## src/rtl/reservoir_pkg.sv

```systemverilog
// rtl/reservoir_pkg.sv - shared types and helpers for the reservoir fill arbiter
//
// Purpose : arbiter state encoding, demand-level width and the demand-level
//           helper used to rank reservoir requests.
// Contents: state_t   - IDLE / SWITCH / SERVE
//           LVL_W     - width of a demand level (0..3)
//           demand_lvl(fr3, fr2, fr1) - number of asserted flow requests
package reservoir_pkg;

  typedef enum logic [1:0] {
    IDLE   = 2'd0,
    SWITCH = 2'd1,
    SERVE  = 2'd2
  } state_t;

  localparam int LVL_W = 2;

  // Demand level is simply how many of the three flow-request bits are set;
  // the supplemental-flow request deliberately does not contribute.
  function automatic logic [LVL_W-1:0] demand_lvl(input logic fr3,
                                                  input logic fr2,
                                                  input logic fr1);
    return {1'b0, fr3} + {1'b0, fr2} + {1'b0, fr1};
  endfunction

endpackage

```

## src/rtl/rr_priority_pick.sv

```systemverilog
// rtl/rr_priority_pick.sv - combinational max-level selector with round-robin tie-break
//
// Purpose : picks the reservoir with the highest non-zero demand level; among
//           equal levels the first one found searching upward from
//           last_served+1 (wrapping) wins. One reservoir may be excluded.
// Ports   : lvl         in  N*LVL_W  packed demand levels, reservoir i at [i*LVL_W +: LVL_W]
//           last_served in  ID_W     search starts just after this index
//           exclude_en  in  1        enable exclusion of exclude_id
//           exclude_id  in  ID_W     reservoir that may not be picked
//           found       out 1        some eligible reservoir has level > 0
//           pick_id     out ID_W     chosen reservoir (0 when not found)
module rr_priority_pick
  import reservoir_pkg::*;
#(
  parameter  int N    = 4,
  localparam int ID_W = $clog2(N)
) (
  input  logic [N*LVL_W-1:0] lvl,
  input  logic [ID_W-1:0]    last_served,
  input  logic               exclude_en,
  input  logic [ID_W-1:0]    exclude_id,
  output logic               found,
  output logic [ID_W-1:0]    pick_id
);

  logic [LVL_W-1:0] best_lvl;
  int               idx;

  // Walking the candidates in round-robin order and only replacing the
  // current best on a strictly greater level makes the earliest candidate
  // win any tie.
  always_comb begin
    found    = 1'b0;
    pick_id  = '0;
    best_lvl = '0;
    idx      = 0;
    for (int k = 1; k <= N; k++) begin
      idx = int'(last_served) + k;
      if (idx >= N) begin
        idx = idx - N;
      end
      if (!(exclude_en && (idx == int'(exclude_id))) &&
          (lvl[idx*LVL_W +: LVL_W] > best_lvl)) begin
        found    = 1'b1;
        pick_id  = ID_W'(idx);
        best_lvl = lvl[idx*LVL_W +: LVL_W];
      end
    end
  end

endmodule

```

## src/rtl/reservoir_fill_arbiter.sv

```systemverilog
// rtl/reservoir_fill_arbiter.sv - grants a shared pump/valve manifold to one reservoir at a time
//
// Purpose : highest-demand-first arbitration with round-robin tie-break,
//           a valve changeover dead time (GAP cycles, all valves closed) and a
//           minimum service dwell (DWELL) before a voluntary handover.
// Ports   : clk        in  1        rising-edge clock
//           reset      in  1        asynchronous active-high reset
//           req_fr     in  3*N      {fr3,fr2,fr1} of reservoir i at [3i+2:3i]
//           req_dfr    in  N        supplemental-flow request per reservoir
//           grant      out N        one-hot granted reservoir, 0 when idle
//           grant_id   out ID_W     index of granted reservoir, 0 when idle
//           valve_fr3/fr2/fr1/dfr  out 1 each  manifold valve drives
//           busy       out 1        high while switching or serving
module reservoir_fill_arbiter
  import reservoir_pkg::*;
#(
  parameter  int N     = 4,
  parameter  int DWELL = 8,
  parameter  int GAP   = 2,
  localparam int ID_W  = $clog2(N)
) (
  input  logic              clk,
  input  logic              reset,
  input  logic [3*N-1:0]    req_fr,
  input  logic [N-1:0]      req_dfr,
  output logic [N-1:0]      grant,
  output logic [ID_W-1:0]   grant_id,
  output logic              valve_fr3,
  output logic              valve_fr2,
  output logic              valve_fr1,
  output logic              valve_dfr,
  output logic              busy
);

  localparam int GAP_W   = $clog2(GAP + 1);
  localparam int DWELL_W = $clog2(DWELL + 1);

  localparam logic [GAP_W-1:0]   GAP_V     = GAP_W'(GAP);
  localparam logic [GAP_W-1:0]   GAP_ONE   = GAP_W'(1);
  localparam logic [DWELL_W-1:0] DWELL_V   = DWELL_W'(DWELL);
  localparam logic [DWELL_W-1:0] DWELL_ONE = DWELL_W'(1);
  localparam logic [ID_W-1:0]    LAST_RST  = ID_W'(N - 1);
  localparam logic [N-1:0]       GRANT0    = N'(1);

  state_t             state, state_n;
  logic [ID_W-1:0]    gid_q, gid_n;
  logic [GAP_W-1:0]   gap_cnt, gap_n;
  logic [DWELL_W-1:0] dwell_cnt, dwell_n;
  logic [ID_W-1:0]    last_served, last_n;

  logic [N*LVL_W-1:0] lvl;
  logic [LVL_W-1:0]   granted_lvl;
  logic               found;
  logic [ID_W-1:0]    pick_id;
  logic               serving;

  always_comb begin
    lvl = '0;
    for (int i = 0; i < N; i++) begin
      lvl[i*LVL_W +: LVL_W] = demand_lvl(req_fr[3*i+2], req_fr[3*i+1], req_fr[3*i]);
    end
  end

  assign granted_lvl = lvl[int'(gid_q)*LVL_W +: LVL_W];

  // While serving, last_served equals the current grant, so the successor
  // search naturally starts just after it; the grant itself is excluded.
  rr_priority_pick #(.N(N)) u_pick (
    .lvl         (lvl),
    .last_served (last_served),
    .exclude_en  (state == SERVE),
    .exclude_id  (gid_q),
    .found       (found),
    .pick_id     (pick_id)
  );

  always_ff @(posedge clk or posedge reset) begin
    if (reset) begin
      state       <= IDLE;
      gid_q       <= '0;
      gap_cnt     <= '0;
      dwell_cnt   <= '0;
      last_served <= LAST_RST;
    end else begin
      state       <= state_n;
      gid_q       <= gid_n;
      gap_cnt     <= gap_n;
      dwell_cnt   <= dwell_n;
      last_served <= last_n;
    end
  end

  always_comb begin
    state_n = state;
    gid_n   = gid_q;
    gap_n   = gap_cnt;
    dwell_n = dwell_cnt;
    last_n  = last_served;
    case (state)
      IDLE: begin
        if (found) begin
          gid_n   = pick_id;
          gap_n   = GAP_V;
          state_n = SWITCH;
        end
      end
      SWITCH: begin
        if (gap_cnt != '0) begin
          gap_n = gap_cnt - GAP_ONE;
        end
        // Leaving on the count of 1 makes the dead time exactly GAP cycles.
        if (gap_cnt <= GAP_ONE) begin
          dwell_n = DWELL_V;
          last_n  = gid_q;
          state_n = SERVE;
        end
      end
      SERVE: begin
        if (granted_lvl == '0) begin
          // Granted reservoir no longer needs water: release without waiting
          // for the dwell to expire.
          if (found) begin
            gid_n   = pick_id;
            gap_n   = GAP_V;
            state_n = SWITCH;
          end else begin
            gid_n   = '0;
            state_n = IDLE;
          end
        end else if (dwell_cnt == '0) begin
          if (found) begin
            gid_n   = pick_id;
            gap_n   = GAP_V;
            state_n = SWITCH;
          end else begin
            // Nobody else waiting: keep the valves open, no gap.
            dwell_n = DWELL_V;
          end
        end else begin
          dwell_n = dwell_cnt - DWELL_ONE;
        end
      end
      default: begin
        state_n = IDLE;
        gid_n   = '0;
      end
    endcase
  end

  // Valves follow the live request bits so they react within the cycle,
  // and close the instant reset pulls the state back to IDLE.
  assign serving   = (state == SERVE);
  assign busy      = (state != IDLE);
  assign grant_id  = busy ? gid_q : '0;
  assign grant     = busy ? (GRANT0 << gid_q) : '0;
  assign valve_fr3 = serving & req_fr[3*int'(gid_q)+2];
  assign valve_fr2 = serving & req_fr[3*int'(gid_q)+1];
  assign valve_fr1 = serving & req_fr[3*int'(gid_q)];
  assign valve_dfr = serving & req_dfr[gid_q];

endmodule

```

## config.mk

```make
export PLATFORM = sky130hd
export DESIGN_NAME = reservoir_fill_arbiter
export DESIGN_NICKNAME = d
export VERILOG_FILES = /design/src/rtl/reservoir_pkg.sv /design/src/rtl/rr_priority_pick.sv /design/src/rtl/reservoir_fill_arbiter.sv
export SDC_FILE = /design/constraint.sdc
export NUM_CORES = 1
export LEC_CHECK = 0
export CORE_MARGIN = 4
export CORE_UTILIZATION = 30
export DETAILED_ROUTE_END_ITERATION = 10
export HOLD_SLACK_MARGIN = 0.15
export PLACE_DENSITY = 0.61
export SLEW_MARGIN = 20
export SYNTH_ARGS = -nofsm -noshare
export SYNTH_HDL_FRONTEND = slang
export SYNTH_SLANG_ARGS = --single-unit
```

## constraint.sdc

```tcl
create_clock -name clk -period 10.7 [get_ports clk]
set_input_delay 2.14 -clock clk [delete_from_list [all_inputs] [get_ports clk]]
set_output_delay 2.14 -clock clk [all_outputs]
set_load 0.03 [all_outputs]
```

== Word level (Yosys, flattened, before mapping) ==
Index checks and enable logic that the tools add are counted.
Cells by class
  add/subtract/negate cells: 20
  multiply operators: 1
  divide/modulo/power cells: 0
  order comparisons: 13
  eq/ne operators: 11
  shift operators: 6
  multiplexer cells: 49
  bitwise operators: 5
  reduce and logical (&&, ||, !) cells: 24
Operators with widths (number)
  $eq A32 B3 Y1: 4
  $ge A32 B4 Y1 const B: 4
  $mux W32: 4
  $shiftx A8 B32 Y2: 4
  $sub A32 B4 Y32 const B: 4
  $lt A32 B6 Y1 const B: 2
  $mux W2: 20
  $add A32 B2 Y32 const B: 1
  $add A32 B3 Y32 const B: 1
  $mux W4: 5
  $pmux W2 S3: 3
  $bmux W1 S4: 3
  $mux W1: 12
  $add A1 B1 Y2: 4
  $add A2 B1 Y2: 4
  $logic_and A1 B1 Y1: 8
  $pmux W4 S2: 1
  $shiftx A8 B4 Y2: 1
  $add A2 B2 Y3 const B: 2
  $gt A2 B2 Y1: 3
  $ne A2 B2 Y1 const B: 3
  $reduce_and A2 Y1: 3
  $reduce_bool A2 Y1: 3
  $lt A4 B5 Y1 const B: 1
  other kinds (22): 29
Storage, ports and cells
  flip-flop bits (word level): 12
  latch bits: 0
  memory bits (writable): 0
  ROM bits: 0
  bits of input ports: 18
  output and inout port bits: 11
  logic and storage cells: 134
  memories kept: 0

== Longest topological paths before layout ==
  depth after elaboration: 21
  depth in mapped cells: 29

== Hierarchy ==
Synthesis repeated with hierarchy kept, for this count alone.
Unflattened totals
  cell total of the unflattened synthesis: 205
  area total of the unflattened synthesis: 1918.1 µm²
Modules (own cells, without submodules)
  reservoir_fill_arbiter: instances 1, cells an instance 120, area an instance 1187.4 µm², sequential area each 302.8 µm²
  rr_priority_pick: instances 1, cells an instance 85, area an instance 730.7 µm², sequential area each 0.0 µm²

== Least setup slack after synthesis ==
No wires, ideal clock.
  kind: input port to flip-flop
  start point: in req_fr[6]
  end point: reg gap_cnt[0]
  arrival: 6.919 ns
  slack: 3.656 ns
  cell stages on the path: 25
  path buffers: 2
  path through: fa_1 -> mux4_2 -> and2_1 -> ha_1 -> nand2_1 -> o21ai_1 -> a21oi_1 -> nor2_1 -> a21oi_1 -> ha_1 -> nor2b_1 -> a2bb2oi_1 -> and2_1 -> clkbuf_1 -> nor2_1 -> a21oi_1 -> ha_1 -> nor2b_1 -> nor3_1 -> a2111oi_0 -> o21ai_1 -> a311oi_2 -> buf_2 -> a21oi_1 -> mux2_2
Between the ends
  word-level cells in the longest chain between the ends: 18
  elaborated cells on any way between the ends: 28
RTL lines
  start: declaration: line reservoir_fill_arbiter.sv:24  | input logic [3*N-1:0] req_fr,
  $add A2 B1 Y2 *: line reservoir_pkg.sv:23  | return {1'b0, fr3} + {1'b0, fr2} + {1'b0, fr1};
  $shiftx A8 B32 Y2: line rr_priority_pick.sv:43, rr_priority_pick.sv:46
  $gt A2 B1 Y1: line rr_priority_pick.sv:43  | (lvl[idx*LVL_W +: LVL_W] > best_lvl)) begin
  $logic_and A1 B1 Y1: line rr_priority_pick.sv:42  | if (!(exclude_en && (idx == int'(exclude_id))) &&
  $mux W2: line rr_priority_pick.sv:42
  $gt A2 B2 Y1: line rr_priority_pick.sv:43
  $logic_and A1 B1 Y1: line rr_priority_pick.sv:42
  $mux W2: line rr_priority_pick.sv:42
  $gt A2 B2 Y1: line rr_priority_pick.sv:43
  $logic_and A1 B1 Y1: line rr_priority_pick.sv:42
  $mux W2: line rr_priority_pick.sv:42
  $gt A2 B2 Y1: line rr_priority_pick.sv:43
  $logic_and A1 B1 Y1: line rr_priority_pick.sv:42
  $mux W1: line rr_priority_pick.sv:42
  $mux W2 (2 in series)
  $mux W2: line reservoir_fill_arbiter.sv:119  | if (granted_lvl == '0) begin
  $pmux W2 S3: line reservoir_fill_arbiter.sv:99  | case (state)
  end signal: assignment: line reservoir_fill_arbiter.sv:87  | gap_cnt <= gap_n;
  end: declaration: line reservoir_fill_arbiter.sv:47  | logic [GAP_W-1:0] gap_cnt, gap_n;
Every way passes the cells marked *; elsewhere a longest branch is shown, timed or not. The select of a mux whose other input is x is not followed.
A chain may end at the register's enable or synchronous reset.

== Worst setup path in the final report ==
  start point: in req_fr[7]
  end point: reg dwell_cnt[3]
Between the ends
  word-level cells in the longest chain between the ends: 17
  elaborated cells on any way between the ends: 26
RTL lines
  $add A1 B1 Y2 *: line reservoir_pkg.sv:23
  $add A2 B1 Y2 *: line reservoir_pkg.sv:23
  $shiftx A8 B32 Y2: line rr_priority_pick.sv:43, rr_priority_pick.sv:46
  $gt A2 B1 Y1: line rr_priority_pick.sv:43
  $logic_and A1 B1 Y1: line rr_priority_pick.sv:42
  $mux W2: line rr_priority_pick.sv:42
  $gt A2 B2 Y1: line rr_priority_pick.sv:43
  $logic_and A1 B1 Y1: line rr_priority_pick.sv:42
  $mux W2: line rr_priority_pick.sv:42
  $gt A2 B2 Y1: line rr_priority_pick.sv:43
  $logic_and A1 B1 Y1: line rr_priority_pick.sv:42
  $mux W2: line rr_priority_pick.sv:42
  $gt A2 B2 Y1: line rr_priority_pick.sv:43
  $logic_and A1 B1 Y1: line rr_priority_pick.sv:42
  $mux W1: line rr_priority_pick.sv:42
  $ne A3 B3 Y1 (no line)
  $reduce_and A4 Y1 (no line) *
  end signal: assignment: line reservoir_fill_arbiter.sv:88  | dwell_cnt <= dwell_n;
  end: declaration: line reservoir_fill_arbiter.sv:48  | logic [DWELL_W-1:0] dwell_cnt, dwell_n;
Every way passes the cells marked *; elsewhere a longest branch is shown, timed or not.

==> impl_metrics.yaml <==
status:
  status: "finished clean"
drt:
  antenna_left: 0
  drt-total-wl_um: 4080
  vias: 1569
  wire_per_inst_um: 13.5
  first_pass_iters: 5
  drt_iter0_drc: 124
  drc: 0
  vias_per_cell: 5.20
run:
  maxCapViolations: 0
timing:
  finalSetupViolations: 0
  timing.final.crit_share: 0.749
  fmax_mhz: 125
  slew_headroom: 0.490
  tns_ps: 0
  drv_slew: 0
  worst_pin_slew_ps: 765
  rsz0062_at_grt: "no"
  fin_skew_ps: 3.69
  min_period_ps: 8020
  hold_viol: 0
global_routing:
  grt_pass1_vias: 1519
  met1_usage: 0.162
  antenna_found_initial: 0
  met2_usage: 0.196
  grt_first_pass_wirelength_um: 7150
  use_met3: 0.0240
  grt_max_degree: 17
  top_usage_layer: "met2"
  track_usage: 0.117
  grt-ovfl-total: 0
synthesis:
  ys_ff_latch: 12
  syn_nets: 246
  synth.yosys.seq_area_share: 0.168
  yosysUniqueCellTypes: 43
  syn_avg_cell_area_um2: 8.86
  synthArstFlopShare: 1.00
  synth-edff-count: 0
  syn_inst: 204
  synthFlopType: "dfrtp_1"
  syn_area_um2: 1810
  yosysWarnings: 0
clock_tree:
  clk_pin_slew_worst_paths_ps: 50
  clockRootBuffer: "clkbuf_8"
  cts_tree: "built"
  clk_path_buf_depth: 2
  ctsHoldBuffers: 0
  cts.repair.resized: 0
  cts_setup_buffers: 0
  clkLatencyLatePin_ps: 240
  numCtsBuffers: 3
  cts.sinks: 12
  htreeDepth: 1
layout:
  area_growth_pct: 21.5
  drive_gt1_frac: 0.119
  diodes: 0
  finalNetCount: 270
place:
  gp_congestion: 0.827
  io_buffers: 28
  hpwl_um: 3310
critical_path:
  startpoint: "req_fr[7]"
  cp_data_arrival_time_ps: 8140
  cp.buffers_inverters: 1
  crit_required_ps: 10820
  path_cells: "clkdlybuf4s50_1, fa_1, mux4_2, and2_1, ha_1, nand2_1, o21ai_1, a21oi_1, a21oi_1, ha_1, nor2b_1, a2bb2oi_1, and2_1, nor2_1, a21oi_1, ha_1, nand2_1, nor2_1, a2111oi_0, o21ai_1, a311oi_2, nor3_1, or3b_1"
  path_delay_family: "compound AO/OA/AOI/OAI gates"
  reg2reg_to: "dwell_cnt[3]$_DFFE_PP0P_"
  crit_slowest_cell: "a311oi_2"
  r2r-start: "last_served[0]$_DFFE_PP1P_"
  rrSetupSlack_ps: 4230
  worst_setup_path_start_kind: "input pin"
  cp.depth: 23
  cp-end-kind: "register"
  r2r_cells: 24
  crit_type: "in -> reg"
  cp-endpoint: "dwell_cnt[3]$_DFFE_PP0P_"
  slowest_delay_ps: 670
  path_max_fanout: 13
die:
  die_y_um: 85.6
  core-area_um2: 5890
  rows: 28
  io_pins: 29
  die_area_um2: 7330
  initial_core_util: 0.307
  die_w_um: 85.6
hold_path:
  hp-class: "reg -> reg"
==> synthesized netlist by cell type (all sizes together) (7+ instances only) <==
library cell  number  share of area
dfrtp             10           0.14
buf                7          0.019
inv               15          0.031
nand2             13          0.027
nor2b              9          0.031
a21oi             15          0.042
o21ai             14          0.039
mux2i              7          0.039
mux4              14           0.17
ha                20           0.14
nor2              29          0.062
==> how the worst min path moves through the flow <==
stage	cells past startpoint	from	end
detailed placement	1	dwell_cnt[0]$_DFFE_PP0P_	dwell_cnt[0]$_DFFE_PP0P_
finish	1	dwell_cnt[0]$_DFFE_PP0P_	dwell_cnt[0]$_DFFE_PP0P_
CTS	1	dwell_cnt[0]$_DFFE_PP0P_	dwell_cnt[0]$_DFFE_PP0P_
global placement	1	dwell_cnt[0]$_DFFE_PP0P_	dwell_cnt[0]$_DFFE_PP0P_
global route	1	dwell_cnt[0]$_DFFE_PP0P_	dwell_cnt[0]$_DFFE_PP0P_
floorplan	1	dwell_cnt[0]$_DFFE_PP0P_	dwell_cnt[0]$_DFFE_PP0P_
==> per-stage QoR <==
stage	std cells	hold slack (ps)	utilization	instance area, um^2	setup slack [ps]
after CTS	302	511	0.373	2190	2770
after global placement	298	494	0.364	2140	2660
after detailed placement	298	504	0.364	2140	2520
final	302	505	0.373	2190	2680
after floorplan	204	453	-	1810	3660
after global routing	302	540	0.373	2190	2290
==> state kept, by name (all words and copies together) (netlist names) <==
signal	flops
dwell_cnt	4
gap_cnt	2
gid_q	2
last_served	2
state	2
==> final cells by class <==
type	count	area (um^2)
Fill cell	605	3690
Multi-Input combinational cell	168	1410
Sequential cell	12	303
Timing Repair Buffer	28	280
Tap cell	75	93.8
Inverter	15	56.3
Clock buffer	4	55.1
==> routing by layer <==
layer | wire length, um | share of wire
met3 | 136 | 0.033
met4 | 21 | 0.0052
met5 | 0 | 0
met1 | 1980 | 0.48
met2 | 1940 | 0.48
==> kinds of logic after synthesis <==
group           synth area share
fa+ha+maj                  0.183
flops                      0.168
simple gates               0.206
compound gates             0.138
buf+inv                   0.0540
mux                        0.232
xor+xnor                  0.0194
==> placed cells by master, fill, tap and decap left out, drive strengths merged, types with 2 or more instances in the layout <==
cell type	instances
clkbuf	4
or3	3
ha	20
dfrtp	10
inv	15
nand2	13
mux2i	7
o21ai	14
mux4	14
a21oi	15
mux2	3
nand2b	5
clkdlybuf4s50	28
nor3	5
nor2	29
xor2	3
a31oi	2
fa	4
nor2b	9
dfstp	2
or3b	2
and2	3
Power is not shown: default switching activity piles up to over one toggle a cycle in this logic, so the estimate is an artifact.
